$ cat src/rtl/mem_fill_arbiter.sv
// Shares the single main-memory port between I-cache fills, D-cache fills and D-cache
// write-through stores. Define ARB_ROUND_ROBIN_EN for a round-robin I/D tie-break.
module mem_fill_arbiter #(
   parameter int BLOCK_WORDS = 8,
   localparam int CNT_W = $clog2(BLOCK_WORDS)
) (
   input  logic             clk,
   input  logic             rst,
   input  logic             i_req,
   input  logic [15:0]      i_addr,
   input  logic             d_req,
   input  logic [15:0]      d_addr,
   input  logic             d_wr_req,
   input  logic [15:0]      d_wr_addr,
   input  logic [15:0]      d_wr_data,
   output logic             mem_en,
   output logic             mem_wr,
   output logic [15:0]      mem_addr,
   output logic [15:0]      mem_wdata,
   input  logic [15:0]      mem_rdata,
   input  logic             mem_valid,
   output logic [15:0]      fill_data,
   output logic [CNT_W-1:0] fill_word,
   output logic             i_fill_we,
   output logic             d_fill_we,
   output logic             i_done,
   output logic             d_done,
   output logic             d_wr_done,
   output logic             busy
);

   typedef enum logic [2:0] {IDLE, FILL_I, FILL_D, WRITE, ACK} state_t;
   typedef enum logic [1:0] {SRC_I, SRC_D, SRC_WR} src_t;

   localparam logic [15:0]    BASE_MASK = ~16'(2 * BLOCK_WORDS - 1);
   localparam logic [CNT_W:0] FULL_CNT  = (CNT_W + 1)'(BLOCK_WORDS);
   localparam logic [CNT_W:0] LAST_RX   = (CNT_W + 1)'(BLOCK_WORDS - 1);
   localparam logic [CNT_W:0] CNT_ONE   = (CNT_W + 1)'(1);

   state_t         state_q, state_d;
   src_t           src_q, src_d;
   logic [CNT_W:0] iss_cnt_q, iss_cnt_d;
   logic [CNT_W:0] rx_cnt_q, rx_cnt_d;
   logic [15:0]    base_q, base_d;
   logic           grant_d_fill, grant_i_fill;

`ifdef ARB_ROUND_ROBIN_EN
   logic last_d_q, last_d_d;   // 1: the most recent fill grant went to D

   always_comb begin
      grant_d_fill = d_req && (!i_req || !last_d_q);
      grant_i_fill = i_req && !grant_d_fill;
   end
`else
   always_comb begin
      grant_d_fill = d_req;
      grant_i_fill = i_req && !d_req;
   end
`endif

   always_comb begin
      state_d   = state_q;
      src_d     = src_q;
      iss_cnt_d = iss_cnt_q;
      rx_cnt_d  = rx_cnt_q;
      base_d    = base_q;
`ifdef ARB_ROUND_ROBIN_EN
      last_d_d  = last_d_q;
`endif
      mem_en    = 1'b0;
      mem_wr    = 1'b0;
      mem_addr  = 16'h0000;
      mem_wdata = 16'h0000;
      fill_data = 16'h0000;
      fill_word = '0;
      i_fill_we = 1'b0;
      d_fill_we = 1'b0;
      i_done    = 1'b0;
      d_done    = 1'b0;
      d_wr_done = 1'b0;
      busy      = (state_q != IDLE);

      case (state_q)
         IDLE: begin
            iss_cnt_d = '0;
            rx_cnt_d  = '0;
            if (d_wr_req) begin
               state_d = WRITE;
               src_d   = SRC_WR;
            end else if (grant_d_fill) begin
               state_d = FILL_D;
               src_d   = SRC_D;
               base_d  = d_addr & BASE_MASK;
`ifdef ARB_ROUND_ROBIN_EN
               last_d_d = 1'b1;
`endif
            end else if (grant_i_fill) begin
               state_d = FILL_I;
               src_d   = SRC_I;
               base_d  = i_addr & BASE_MASK;
`ifdef ARB_ROUND_ROBIN_EN
               last_d_d = 1'b0;
`endif
            end
         end
         FILL_I, FILL_D: begin
            // Issue side and return side run independently; returns arrive in issue order.
            if (iss_cnt_q < FULL_CNT) begin
               mem_en    = 1'b1;
               mem_addr  = base_q + 16'({iss_cnt_q, 1'b0});
               iss_cnt_d = iss_cnt_q + CNT_ONE;
            end
            if (mem_valid) begin
               fill_data = mem_rdata;
               fill_word = rx_cnt_q[CNT_W-1:0];
               i_fill_we = (state_q == FILL_I);
               d_fill_we = (state_q == FILL_D);
               rx_cnt_d  = rx_cnt_q + CNT_ONE;
               if (rx_cnt_q == LAST_RX)
                  state_d = ACK;
            end
         end
         WRITE: begin
            mem_en    = 1'b1;
            mem_wr    = 1'b1;
            mem_addr  = d_wr_addr;
            mem_wdata = d_wr_data;
            state_d   = ACK;
         end
         ACK: begin
            i_done    = (src_q == SRC_I);
            d_done    = (src_q == SRC_D);
            d_wr_done = (src_q == SRC_WR);
            state_d   = IDLE;
         end
         default: state_d = IDLE;
      endcase

      // Outputs are forced quiet while reset is held, whatever the registered state.
      if (rst) begin
         mem_en    = 1'b0;
         mem_wr    = 1'b0;
         mem_addr  = 16'h0000;
         mem_wdata = 16'h0000;
         fill_data = 16'h0000;
         fill_word = '0;
         i_fill_we = 1'b0;
         d_fill_we = 1'b0;
         i_done    = 1'b0;
         d_done    = 1'b0;
         d_wr_done = 1'b0;
         busy      = 1'b0;
      end
   end

   always_ff @(posedge clk) begin
      if (rst) begin
         state_q   <= IDLE;
         src_q     <= SRC_I;
         iss_cnt_q <= '0;
         rx_cnt_q  <= '0;
         base_q    <= 16'h0000;
`ifdef ARB_ROUND_ROBIN_EN
         last_d_q  <= 1'b0;
`endif
      end else begin
         state_q   <= state_d;
         src_q     <= src_d;
         iss_cnt_q <= iss_cnt_d;
         rx_cnt_q  <= rx_cnt_d;
         base_q    <= base_d;
`ifdef ARB_ROUND_ROBIN_EN
         last_d_q  <= last_d_d;
`endif
      end
   end

endmodule

$ cat config.mk
export PLATFORM = sky130hd
export DESIGN_NAME = mem_fill_arbiter
export DESIGN_NICKNAME = d
export VERILOG_FILES = /design/src/rtl/mem_fill_arbiter.sv
export SDC_FILE = /design/constraint.sdc
export NUM_CORES = 1
export LEC_CHECK = 0
export ABC_AREA = 1
export BUFFER_PORTS_ARGS = -buffer_cell sky130_fd_sc_hd__buf_2
export CORE_UTILIZATION = 41
export DETAILED_ROUTE_END_ITERATION = 10
export PLACE_DENSITY = 0.8
export SYNTH_ARGS = -nofsm -noshare
export SYNTH_HDL_FRONTEND = slang
export SYNTH_SLANG_ARGS = --single-unit
$ cat constraint.sdc
create_clock -name clk -period 1.5 [get_ports clk]
set_input_delay 0.075 -clock clk [delete_from_list [all_inputs] [get_ports clk]]
set_output_delay 0.075 -clock clk [all_outputs]
set_load 0.005 [all_outputs]
==> Word level (Yosys, flattened, before mapping) <==
Cells that the tools add are included.
{ "totals": {"ramBits": 0, "latchBits": 0, "mem_count": 0, "romBits": 0, "register_bits": 29} }
{ "classes": {"add_sub_neg": 3, "shifts": 0, "div_mod_pow": 0, "mux": 44, "reduce_logical": 14, "eq_ne": 11, "bitwise_logic": 1, "magnitude_cmp": 1, "multipliers": 0} }
{ "ops": {"columns": ["cell", "n"], "rows": [
  ["2-to-1 mux 16 bit", 9],
  ["one-hot mux 16 bit (2 select lines)", 1],
  ["2-to-1 mux 3 bit", 8],
  ["2-to-1 mux 1 bit", 17],
  ["adder 16 x 5 -> 16 bit", 1],
  ["one-hot mux 4 bit (2 select lines)", 2],
  ["one-hot mux 3 bit (3 select lines)", 1],
  ["adder 4 x 1 -> 4 bit, second input constant", 2],
  ["2-to-1 mux 4 bit", 2],
  ["== test 3 x 2 -> 1 bit, second input constant", 2],
  ["2-to-1 mux 2 bit", 3],
  ["!= test 2 bit, second input constant", 3],
  ["AND reduction 2 bit", 3],
  ["AND reduction 3 bit", 2],
  ["nonzero test 3 bit", 2],
  ["== test 4 x 3 -> 1 bit, second input constant", 1],
  ["less-than comparator 4 bit, second input constant", 1],
  ["!= test 4 bit, second input constant", 1],
  ["nonzero test 2 bit", 2],
  ["== test 3 x 1 -> 1 bit, second input constant", 1],
  ["== test 3 bit, second input constant", 1],
  ["zero test 3 bit", 1],
  ["== test 2 x 1 -> 1 bit, second input constant", 1],
  ["== test 2 bit, second input constant", 1],
  ["other kinds (6)", 6]
]} }

==> Longest topological paths before layout <==
Gate-level depths: netlist (run 1).
{ "logic_depth": {"depth_word": 6, "depth_mapped": 8, "mapped_depth_nobuf": 8} }

==> Worst setup path before layout (run 1) <==
Ideal clock, no wire load.
{ "synth_path": {"kind": "reg-to-output", "from": "register state_q[0]", "to": "output mem_addr[5]", "slack_ps": 344, "stages_incl_launch_ff": 8, "t_arrival_ps": 1081, "path_cell_list": "dfxtp_1 -> inv_2 -> nand2_8 -> nand2_4 -> nor2_8 -> buf_12 -> nand3_2 -> a21oi_2"} }
{ "synth_between": {"elab_chain_len": 4} }
{ "synth_rtl": {"columns": ["element", "line_no", "rtl"], "rows": [
  ["start, declared", "40", "state_t state_q, state_d;"],
  ["start signal, assigned", "167", "state_q <= state_d;"],
  ["== test 3 x 1 -> 1 bit / == test 3 x 2 -> 1 bit (equally long branches)", "83", "case (state_q)"],
  ["OR reduction 2 bit", "83", null],
  ["one-hot mux 16 bit (2 select lines) *", "83", null],
  ["2-to-1 mux 16 bit *", "140", "if (rst) begin"],
  ["end, declared", "18", "output logic [15:0] mem_addr,"]
]} }
Mark *: on every way between the ends. The rest lies on a longest branch, timed or not.

==> Final worst setup path (run 1) <==
{ "layout_path": {"from": "register state_q[1]", "to": "output mem_addr[15]"} }
Same word-level chain as after synthesis.

==> results of run 1 <==
## kinds of logic (layout without fill, tap and decap cells)
group,Yosys count,count (layout),synth area share
AOI/OAI and AO/OA,42,42,0.122
DFF,25,25,0.247
xor gates and xnor gates,2,2,0.00864
and+or+nand+nor,214,214,0.520
adders and majority gates,2,2,0.0123
buffers and inverters,33,183,0.0907
## worst register-to-register path, cell delays in order, from the launching register on
cell	delay [ns]
dfxtp_4	0.38
inv_4	0.09
nand2_8	0.07
buf_4	0.14
nor2_4	0.18
nand2_4	0.12
o21ai_0	0.25
nor2_1	0.07
## state kept, by name, indices dropped and copies added, names as in the netlist
signal and cells:
base_q 12, iss_cnt_q 4, rx_cnt_q 4, state_q 3, src_q 2
## area by class of cell
class,count,area share
tap,67,0.0256
multi-input combinational,260,0.467
sequential,25,0.157
clock buffer,3,0.0126
timing repair buffer,165,0.311
inverter,14,0.0264
clock inverter,1,0.00153
## report_power, final
group,leakage [nW],internal (mW),switching (mW),total [mW]
clock,0.0255,0.187,0.242,0.429
sequential,0.207,0.869,0.187,1.06
combinational,1.34,1.38,1.73,3.11
total,1.57,2.44,2.16,4.60
## timing repair
action | CTS | global route
gates cloned | 1 | 3
hold buffers | 0 | 0
buffers inserted | 11 | 8
endpoints found under the setup margin | 51 | 57
pin swaps | 1 | 12
resized for setup | 19 | 48
## metrics by stage
stage	hold WS, ns	power, mW	area (sq um)
after floorplan	0.214	2.66	2030
after global placement	0.350	2.98	2720
after detailed placement	0.355	3.05	2720
final	0.0604	4.60	3270
after CTS	0.0693	3.94	2970
after global routing	0.0825	4.91	3270
## cells in the mapped netlist (2+ instances only)
library cell  number
nand2_1           94
nor2_1            54
dfxtp_1           25
a21oi_1           18
nand3_1           18
nor3b_1           16
o21ai_0           12
nand3_2           10
a21oi_2            9
clkbuf_1           7
inv_1              7
buf_2              5
nor3_1             5
inv_2              4
nand4_1            4
buf_4              3
buf_6              3
nand2_2            3
ha_1               2
nand2_4            2
o21ai_1            2
xnor2_1            2
## how the worst min path moves through the flow
stage	from	end	slack, ns	cells past startpoint
3_3_place_gp	d_wr_req	src_q[1]	0.35	3
6_report	d_wr_req	src_q[1]	0.06	3
2_1_floorplan	d_wr_req	src_q[1]	0.21	2
3_5_place_dp	d_wr_req	src_q[1]	0.35	3
4_1_cts	d_wr_req	src_q[1]	0.07	3
5_1_grt	d_wr_req	src_q[1]	0.08	3
## placed cells by master, fill, tap and decap left out, types with 2 or more instances in the layout
cell type and n:
buf_2 136, nand2_1 76, nor2_1 48, dfxtp_1 22, buf_4 20, nand2_2 16
a21oi_2 14, nand3_1 14, a21oi_1 13, nor3b_1 12, o21ai_0 12, nand3_2 11
inv_1 7, nand2_4 6, nor2_2 6, nor3_1 5, nand3_4 4, nor3b_2 4
nand4_1 4, clkbuf_8 3, clkbuf_16 3, buf_12 3, dfxtp_4 3, nand2_8 2
clkinv_2 2, xnor2_1 2, o21ai_1 2, ha_1 2, buf_6 2
## per-layer routing
| metal | up-vias | share of wire | wire length (um) | track usage |
|---|---|---|---|---|
| met2 | 129 | 0.49 | 3330 | 0.381 |
| met4 | 0 | 0.028 | 190 | 0.0871 |
| met1 | 1181 | 0.40 | 2720 | 0.278 |
| li1 | 1344 | - | - | - |
| met3 | 20 | 0.074 | 496 | 0.0347 |
| met5 | - | 0 | 0 | 0 |
==> summary.md, run 1 <==
| Metric | Value |
|---|---|
| Root Driver | clkbuf_8 |
| Crit path from | state_q[1] |
| I/O Pins | 145 |
| Async S/R FF share, synth | 0 |
| First-pass GRT wire length | 9290 um |
| Final setup fails | 27 |
| Critical path cell sequence | inv_6, nand2_8, nand2_4, nor2_8, buf_12, nand3_1, a21oi_2, buf_2 |
| Post-DP HPWL | 4300 um |
| Critical Path Sink Type | output port |
| Share of layout cells above drive strength 1 | 0.524 |
| Post-DRT Antenna Nets | 0 |
| CTS tree | done |
| Area of the core | 4750 sq um |
| Worst EP arrival | 1.55 ns |
| Synth top area share | 0.247 |
| Dpl cells | 508 |
| Synth area leader | dfxtp_1 |
| Final Hold Viols | 0 |
| Number of diodes | 0 |
| Final GP Congestion | 0.791 |
| Fmax | 0.615 GHz |
| Placement Setup Slack | 0.0849 ns |
| Gr usage total | 0.222 |
| FP Rows | 25 |
| Ys Warns | 0 |
| Syn avg cell area | 6.38 sq um |
| Reg2Reg Launch Point | state_q[0] |
| Slowest-stage cell, CP | dfxtp_4 |
| Initial antenna violation count | 0 |
| Synthesis-stage register bit count | 25 |
| WP data required | 1.42 ns |
| Fillers | 378 |
| Vias | 2674 |
| Worst slew pin tran | 0.722 ns |
| Die Area | 5230 sq um |
| Worst setup endpoint | mem_addr[15] |
| Synth area leaders | dfxtp_1 (25%), nand2_1 (17%), nor2_1 (10%) |
| Largest net degree at the start of global routing | 33 |
| Sequential cell area | 512 sq um |
| Slew margin rel. | 0.518 |
| Die height | 72.3 um |
| CP max FO | 8 |
| Setup WS post-layout | -0.125 ns |
| VDD IR max | 687 uV |
| Area grow syn2layout | 61.2% |
| Synthesized area | 2030 sq um |
| RSZ-0062 raised after global routing | true |
| Clock latency on the worst-skew pair | 0.29 ns |
| Stages on the worst setup path | 8 |
| DR vias/cell | 5.00 |
| Main synth FF type | dfxtp_1 |
| Buf/Inv on CP | 3 |
| Reg2Reg Depth | 7 |
| Number of synthesized flops with an enable pin | 0 |
| Max-cap violation count | 0 |
| Initial core utilization | 0.427 |
| Port-buffer cells | 136 |
| Drt pass-1 iters | 4 |
| P per Cell Area | 1410 nW/um^2 |
| Maximum root-to-sink buffer count | 2 |
| Clock skew | 0.00953 ns |
| Clk sink count | 25 |
| Post-synthesis cell type count | 35 |
| First-iteration detailed-routing DRC count | 163 |
| Status | finished, violations left |
| Die width | 72.3 um |
| Clock slew at reported path FFs | 0.09 ns |
| Final period utilization | 1.08 |
| Violated checks | negative setup slack |
| Non-Filler Instances | 535 |
| Hold crit path type | input port to flop |
| Mapped Cells | 318 |
| # DRC | 0 |
| Worst reg-to-reg setup slack | 0.10 ns |
| Setup_tns | -1.09 ns |
| R2R Path End | base_q[15] |
| Final Util | 0.688 |
| CP top delay family | flip-flops |
| Congestion Overflow GR | 0 |
| Static leakage | 1.57 nW |
| WL/cell | 12.6 um |
| Setup crit start kind | flop |
| Footprint of the multi-input gates | 1530 sq um |
| Crit-path max cell delay | 0.40 ns |
| H-tree depth | 1 |
| CTS Buf Count | 3 |
| Number of global-route vias before repair | 2063 |
| Layout net count | 557 |
| Mapped Nets | 406 |
| Seq/Total Area, Yosys | 0.247 |
| Slew Limit Fails | 0 |
| Tmin final | 1.63 ns |
| Final WL | 6750 um |
| Critical path type | flop to output port |
Note: power is estimated with default switching activity, not from simulation.
==> run 2: changes to the inputs <==
--- a/config.mk
+++ b/config.mk
@@ -5,11 +5,10 @@
 export SDC_FILE = /design/constraint.sdc
 export NUM_CORES = 1
 export LEC_CHECK = 0
-export ABC_AREA = 1
 export BUFFER_PORTS_ARGS = -buffer_cell sky130_fd_sc_hd__buf_2
-export CORE_UTILIZATION = 41
+export CORE_UTILIZATION = 39
 export DETAILED_ROUTE_END_ITERATION = 10
-export PLACE_DENSITY = 0.8
+export PLACE_DENSITY = 0.81
 export SYNTH_ARGS = -nofsm -noshare
 export SYNTH_HDL_FRONTEND = slang
 export SYNTH_SLANG_ARGS = --single-unit
==> run 2 against run 1 <==
Compared with the run above:
- the run still ends with negative setup slack left
- flip-flop and latch count is the same
- synthesized area shrank 15%
- register-to-register slack lost 0.18 ns
- critical endpoint is now mem_addr[2]
- via count shrank 15%
- setup slack lost 0.070 ns
- fmax shrank 4.1%
- routed wire length grew 14%
- final area grew 3.1%
- global-route usage shrank 1.3 points
- hold slack gained 0.040 ns
- clock-buffer cell count is the same
- critical path depth shrank 2
==> summary.md, run 2 <==
| Metric | Value |
|---|---|
| Clock group share of total power | 0.210 |
| Clk sink count | 25 |
| Internal | 1.37 mW |
| GRT busiest layer | met2 |
| Worst reg-to-reg setup slack | -0.08 ns |
| H-tree depth | 1 |
| Slew margin rel. | 0.793 |
| Final period utilization | 1.13 |
| Crit path from | state_q[2] |
| P_sw | 0.678 mW |
| Die width | 68.6 um |
| Final WL | 7680 um |
| Die height | 68.6 um |
| Number of diodes | 0 |
| M2 GR Usage | 0.368 |
| Congestion Overflow GR | 0 |
| Critical path cell sequence | buf_6, nor2_4, and3_4, clkbuf_16, a22o_1, buf_2 |
| CP max FO | 8 |
| Commonest cells after routing, fill and taps aside | buf_2 (101), buf_6 (49), and2_4 (34) |
| DR vias/cell | 5.46 |
| # DRC | 0 |
| Reg2Reg Launch Point | state_q[1] |
| Final GP Congestion | 0.823 |
| Gr usage total | 0.209 |
| Slowest-stage cell, CP | dfxtp_4 |
| Dpl cells | 393 |
| Area grow syn2layout | 94.9% |
| Synthesized area | 1730 sq um |
| Drt pass-1 iters | 4 |
| Mapped Nets | 297 |
| VDD IR max | 570 uV |
| Clock skew | 0.0117 ns |
| Vias | 2277 |
| Critical Path Sink Type | output port |
| Synth area leaders | dfxtp_1 (29%), and2_1 (13%), mux2i_1 (7.5%) |
| Fmax | 0.590 GHz |
| Total chip power | 2.05 mW |
| Number of global-route vias before repair | 1672 |
| Post-synthesis cell type count | 39 |
| FP Rows | 23 |
| Reg with most FFs | base_q |
| First-iteration detailed-routing DRC count | 104 |
| Max reg flops | 12 |
| Reg2Reg Depth | 6 |
| Most numerous cell in the Yosys netlist | and2_1 |
| Critical path type | flop to output port |
| Switching share of total power | 0.331 |
| Hold crit path type | input port to flop |
| RSZ-0062 raised after global routing | true |
| Layout net count | 456 |
| Mapped Cells | 209 |
| Synthesis-stage register bit count | 25 |
| Port-buffer cells | 136 |
| I/O Pins | 145 |
| CTS Hold Bufs | 0 |
| Area of the core | 4120 sq um |
| Post-DP HPWL | 3670 um |
| Top flop regs | base_q x12, iss_cnt_q x4, rx_cnt_q x4 |
| Root Driver | clkbuf_8 |
| Synth top area share | 0.289 |
| Main synth FF type | dfxtp_1 |
| Initial core utilization | 0.420 |
| Share of layout cells above drive strength 1 | 0.692 |
| Top cells by count, synth | and2_1 (37), dfxtp_1 (25), nor2_1 (23) |
| Sequential cell area | 512 sq um |
| Flop pwr share | 0.380 |
| Most common cell after layout, fill and taps aside | buf_2 |
| CTS Buf Count | 3 |
| Logic pwr share | 0.410 |
| Worst slew pin tran | 0.303 ns |
| Syn avg cell area | 8.27 sq um |
| Ys Warns | 0 |
| Footprint of the multi-input gates | 1400 sq um |
| Post-DRT Antenna Nets | 0 |
| Crit-path max cell delay | 0.37 ns |
| Status | finished, violations left |
| Grt met1 use | 0.264 |
| Final setup fails | 66 |
| WP data required | 1.42 ns |
| Initial antenna violation count | 0 |
| Clock latency on the worst-skew pair | 0.28 ns |
| WL/cell | 18.4 um |
| Violated checks | negative setup slack |
| Worst setup endpoint | mem_addr[2] |
| Setup_tns | -6.65 ns |
| Synth area leader | dfxtp_1 |
| M3 GR Usage | 0.0115 |
| Max-cap violation count | 0 |
| Slew Limit Fails | 0 |
| P per Cell Area | 608 nW/um^2 |
| Final Util | 0.819 |
| Largest net degree at the start of global routing | 33 |
| Seq/Total Area, Yosys | 0.289 |
| Async S/R FF share, synth | 0 |
| Maximum root-to-sink buffer count | 2 |
| Clock slew at reported path FFs | 0.10 ns |
| R2R Path End | src_q[1] |
| Non-Filler Instances | 417 |
| Static leakage | 1.64 nW |
| Die Area | 4700 sq um |
| Setup WS post-layout | -0.195 ns |
| Fillers | 218 |
| Tmin final | 1.70 ns |
| Number of synthesized flops with an enable pin | 0 |
| CTS tree | done |
| Setup crit start kind | flop |
| First-pass GRT wire length | 7420 um |
| Final Hold Viols | 0 |
| Worst EP arrival | 1.62 ns |
## run 2: cell types whose count changed after synthesis, moves of 10 or more
cell / delta
and2_1: +37
a22o_1: +14
mux2i_1: +13
nand2_1: -85
nand3_1: -15
nand3_2: -10
a21oi_1: -10
nor3b_1: -14
nor2_1: -31
## run 2: worst min path at each step
stage                     startpoint        to  slack, ns  depth (start not counted)
after floorplan             d_wr_req  src_q[1]       0.21                          2
after global placement      d_wr_req  src_q[1]       0.39                          3
after detailed placement    d_wr_req  src_q[1]       0.39                          3
after CTS                   d_wr_req  src_q[1]       0.09                          3
after global routing        d_wr_req  src_q[1]       0.11                          3
final                       d_wr_req  src_q[1]       0.10                          3
## run 2: layout make-up
cell class,count,area share
clock buffer,3,0.0122
timing repair buffer,172,0.395
tap,50,0.0186
sequential,25,0.152
multi-input combinational,162,0.415
inverter,4,0.00445
clock inverter,1,0.00223
## run 2: timing repair
action / in CTS / in global routing
buffers inserted: 8 / 6
pin swaps: 5 / 58
endpoints found under the hold margin: 0 / 0
endpoints found under the setup margin: 68 / 70
gates cloned: 5 / 4
resized for setup: 32 / 106
## run 2: per-layer routing
| metal | up-vias | wire length [um] |
|---|---|---|
| li1 | 1055 | - |
| met1 | 1065 | 2720 |
| met2 | 133 | 4130 |
| met3 | 24 | 581 |
| met4 | 0 | 255 |
| met5 | - | 0 |
## run 2: logic make-up (layout without fill, tap and decap cells)
group,count (synthesis),in the layout,share of synthesized area
compound gates,44,44,0.208
xor+xnor,2,2,0.0101
buf+inv,22,180,0.0637
simple gates,98,98,0.321
mux,13,13,0.0753
fa+ha+maj,5,5,0.0318
flops,25,25,0.289
## run 2: worst max-delay path, delay by kind of cell (launching register included)
family	cells	cell delay, ns
simple gates	2	0.39
buf+inv	3	0.42
compound gates	1	0.15
flops	1	0.37
## run 2: stage by stage
| step | hold slack [ns] | cell area (sq um) | setup slack, ns |
|---|---|---|---|
| after global routing | 0.111 | 3370 | -0.226 |
| after floorplan | 0.211 | 1740 | -0.0303 |
| after global placement | 0.386 | 2530 | -0.0509 |
| after detailed placement | 0.391 | 2530 | -0.0716 |
| after CTS | 0.0943 | 2840 | -0.119 |
| final | 0.100 | 3370 | -0.195 |
## run 2: power by group through the flow
| stage | clock network, mW | logic [mW] | registers, mW |
|---|---|---|---|
| global placement | 0 | 0.514 | 0.767 |
| CTS | 0.427 | 0.663 | 0.759 |
| finish | 0.430 | 0.840 | 0.778 |
| detailed placement | 0 | 0.525 | 0.769 |
| global route | 0.453 | 0.890 | 0.784 |
| floorplan | 0 | 0.315 | 0.751 |
==> run 3: changes to the inputs <==
--- a/config.mk
+++ b/config.mk
@@ -8,7 +8,8 @@
 export BUFFER_PORTS_ARGS = -buffer_cell sky130_fd_sc_hd__buf_2
 export CORE_UTILIZATION = 39
 export DETAILED_ROUTE_END_ITERATION = 10
-export PLACE_DENSITY = 0.81
+export HOLD_SLACK_MARGIN = 0.15
+export PLACE_DENSITY = 0.84
 export SYNTH_ARGS = -nofsm -noshare
 export SYNTH_HDL_FRONTEND = slang
 export SYNTH_SLANG_ARGS = --single-unit
==> run 3 against run 2 <==
Compared with the run above:
- critical path depth is the same
- flip-flop and latch count is the same
- total power shrank 2.3%
- global-route usage grew 4.6 points
- core utilization shrank 0.70 points
- hold slack gained 0.061 ns
- critical path type unchanged
- the flow still finishes with violations (negative setup slack)
==> summary.md, run 3 (synthesis results as in run 2) <==
| Metric | Value |
|---|---|
| Post-DRT Antenna Nets | 0 |
| P per Cell Area | 599 nW/um^2 |
| Port-buffer cells | 136 |
| Final GP Congestion | 0.849 |
| Slowest-stage cell, CP | dfxtp_4 |
| Hold crit path type | input port to flop |
| Setup_tns | -7.22 ns |
| Hold path cells | 3 |
| Crit-path max cell delay | 0.37 ns |
| Max-cap violation count | 0 |
| Reg with most FFs | base_q |
| Maximum root-to-sink buffer count | 2 |
| CP top delay family | buffers and inverters |
| Commonest cells after routing, fill and taps aside | buf_2 (101), buf_6 (46), and2_4 (33) |
| # DRC | 0 |
| Top flop regs | base_q x12, iss_cnt_q x4, rx_cnt_q x4 |
| Sequential cell area | 512 sq um |
| Setup crit start kind | flop |
| Gr usage total | 0.255 |
| RSZ-0062 raised after global routing | true |
| Non-Filler Instances | 415 |
| Final WL | 7520 um |
| CP max FO | 8 |
| Die Area | 4700 sq um |
| Worst reg-to-reg setup slack | -0.08 ns |
| Footprint of the multi-input gates | 1410 sq um |
| First-iteration detailed-routing DRC count | 125 |
| Fmax | 0.596 GHz |
| Share of layout cells above drive strength 1 | 0.688 |
| Slew margin rel. | 0.713 |
| Fin area | 3340 sq um |
| Post-DP HPWL | 3760 um |
| Fillers | 219 |
| Worst EP arrival | 1.60 ns |
| Congestion Overflow GR | 0 |
| Worst slew pin tran | 0.428 ns |
| Critical path cell sequence | buf_6, nor2_4, and3_4, clkbuf_16, a22o_1, buf_2 |
| DR vias/cell | 5.57 |
| WP data required | 1.42 ns |
| Setup WS post-layout | -0.179 ns |
| Layout net count | 454 |
| CTS tree | done |
| Total chip power | 2.00 mW |
| Initial core utilization | 0.420 |
| First-pass GRT wire length | 8930 um |
| Reg2Reg Launch Point | state_q[0] |
| Area of the core | 4120 sq um |
| Max reg flops | 12 |
| CTS Buf Count | 3 |
| Tmin final | 1.68 ns |
| Root Driver | clkbuf_8 |
| Placed cell areas | 2540 sq um |
| Final period utilization | 1.12 |
| Status | finished, violations left |
| Min-Delay Endpoint | base_q[13] |
| Number of global-route vias before repair | 1897 |
| Static leakage | 1.61 nW |
| Slew Limit Fails | 0 |
| Most common cell after layout, fill and taps aside | buf_2 |
| H-tree depth | 1 |
| Die height | 68.6 um |
| Violated checks | negative setup slack |
| Clock slew at reported path FFs | 0.09 ns |
| Die width | 68.6 um |
| Hold WS | 0.162 ns |
| Hold path start | i_addr[13] |
| Reg2Reg Depth | 5 |
| Critical Path Sink Type | output port |
| VDD IR max | 437 uV |
| Buf/Inv on CP | 3 |
| Critical path type | flop to output port |
| R2R Path End | src_q[1] |
| Vias | 2312 |
| Area grow syn2layout | 93.3% |
| Largest net degree at the start of global routing | 20 |
| Initial antenna violation count | 0 |
| Final setup fails | 69 |
| I/O Pins | 145 |
| WL/cell | 18.1 um |
| Dpl cells | 394 |
| Clock skew | 0.00359 ns |
| Clk sink count | 25 |
| Number of diodes | 0 |
| Clock latency on the worst-skew pair | 0.27 ns |
| Final Hold Viols | 0 |
| FP Rows | 23 |
| Drt pass-1 iters | 4 |
[run 3: changes by cell type in the layout (fill, tap and decap cells not counted), moves of 2 or more]
| cell | previous run | this run |
|---|---|---|
| dlygate4sd3_1 | 0 | 2 |
| nor2_4 | 11 | 13 |
| buf_6 | 49 | 46 |
| nor2_2 | 3 | 1 |
[run 3: worst min-delay path, cell delays in order]
cell,delay [ns]
buf_2,0.09
mux2i_1,0.14
a211oi_2,0.08
[run 3: metrics by stage]
stage	util	setup WS, ns
2_1_floorplan	-	-0.0303
3_3_place_gp	0.616	-0.0280
3_5_place_dp	0.616	-0.0866
4_1_cts	0.736	-0.109
5_1_grt	0.812	-0.237
6_report	0.812	-0.179
[run 3: final cells by class]
cell class,count,share of cell area
multi-input cells,162,0.422
flip-flops and latches,25,0.153
inverters,4,0.00449
clock buffers,3,0.0124
clock inverters,1,0.00225
repair buffers,170,0.387
well taps,50,0.0187
[run 3: power breakdown]
group / leakage, nW / internal, mW / switching [mW]
sequential: 0.207 / 0.712 / 0.0623
combinational: 1.39 / 0.446 / 0.370
clock: 0.0217 / 0.188 / 0.224
[run 3: worst max path at each step]
stage	start	end	slack, ns	cells past startpoint
global placement	state_q[1]	base_q[9]	-0.03	5
global route	state_q[2]	mem_addr[2]	-0.24	6
floorplan	state_q[1]	base_q[13]	-0.03	6
finish	state_q[2]	mem_addr[2]	-0.18	6
CTS	state_q[1]	mem_addr[11]	-0.11	6
detailed placement	state_q[1]	base_q[11]	-0.09	5
[run 3: timing repair]
action | 4_1_cts | 5_1_grt
hold buffers | 2 | 0
endpoints found under the hold margin | 2 | 0
cloned | 6 | 2
gates resized for setup | 62 | 75
endpoints found under the setup margin | 68 | 73
pin swaps | 38 | 26
buffers inserted | 9 | 1
[run 3: metal layers]
layer,share of wire,global-route usage,up-vias
met5,0,0,-
met4,0.020,0.0938,0
met3,0.056,0.0280,16
met2,0.56,0.463,105
met1,0.36,0.306,1142
li1,-,-,1049
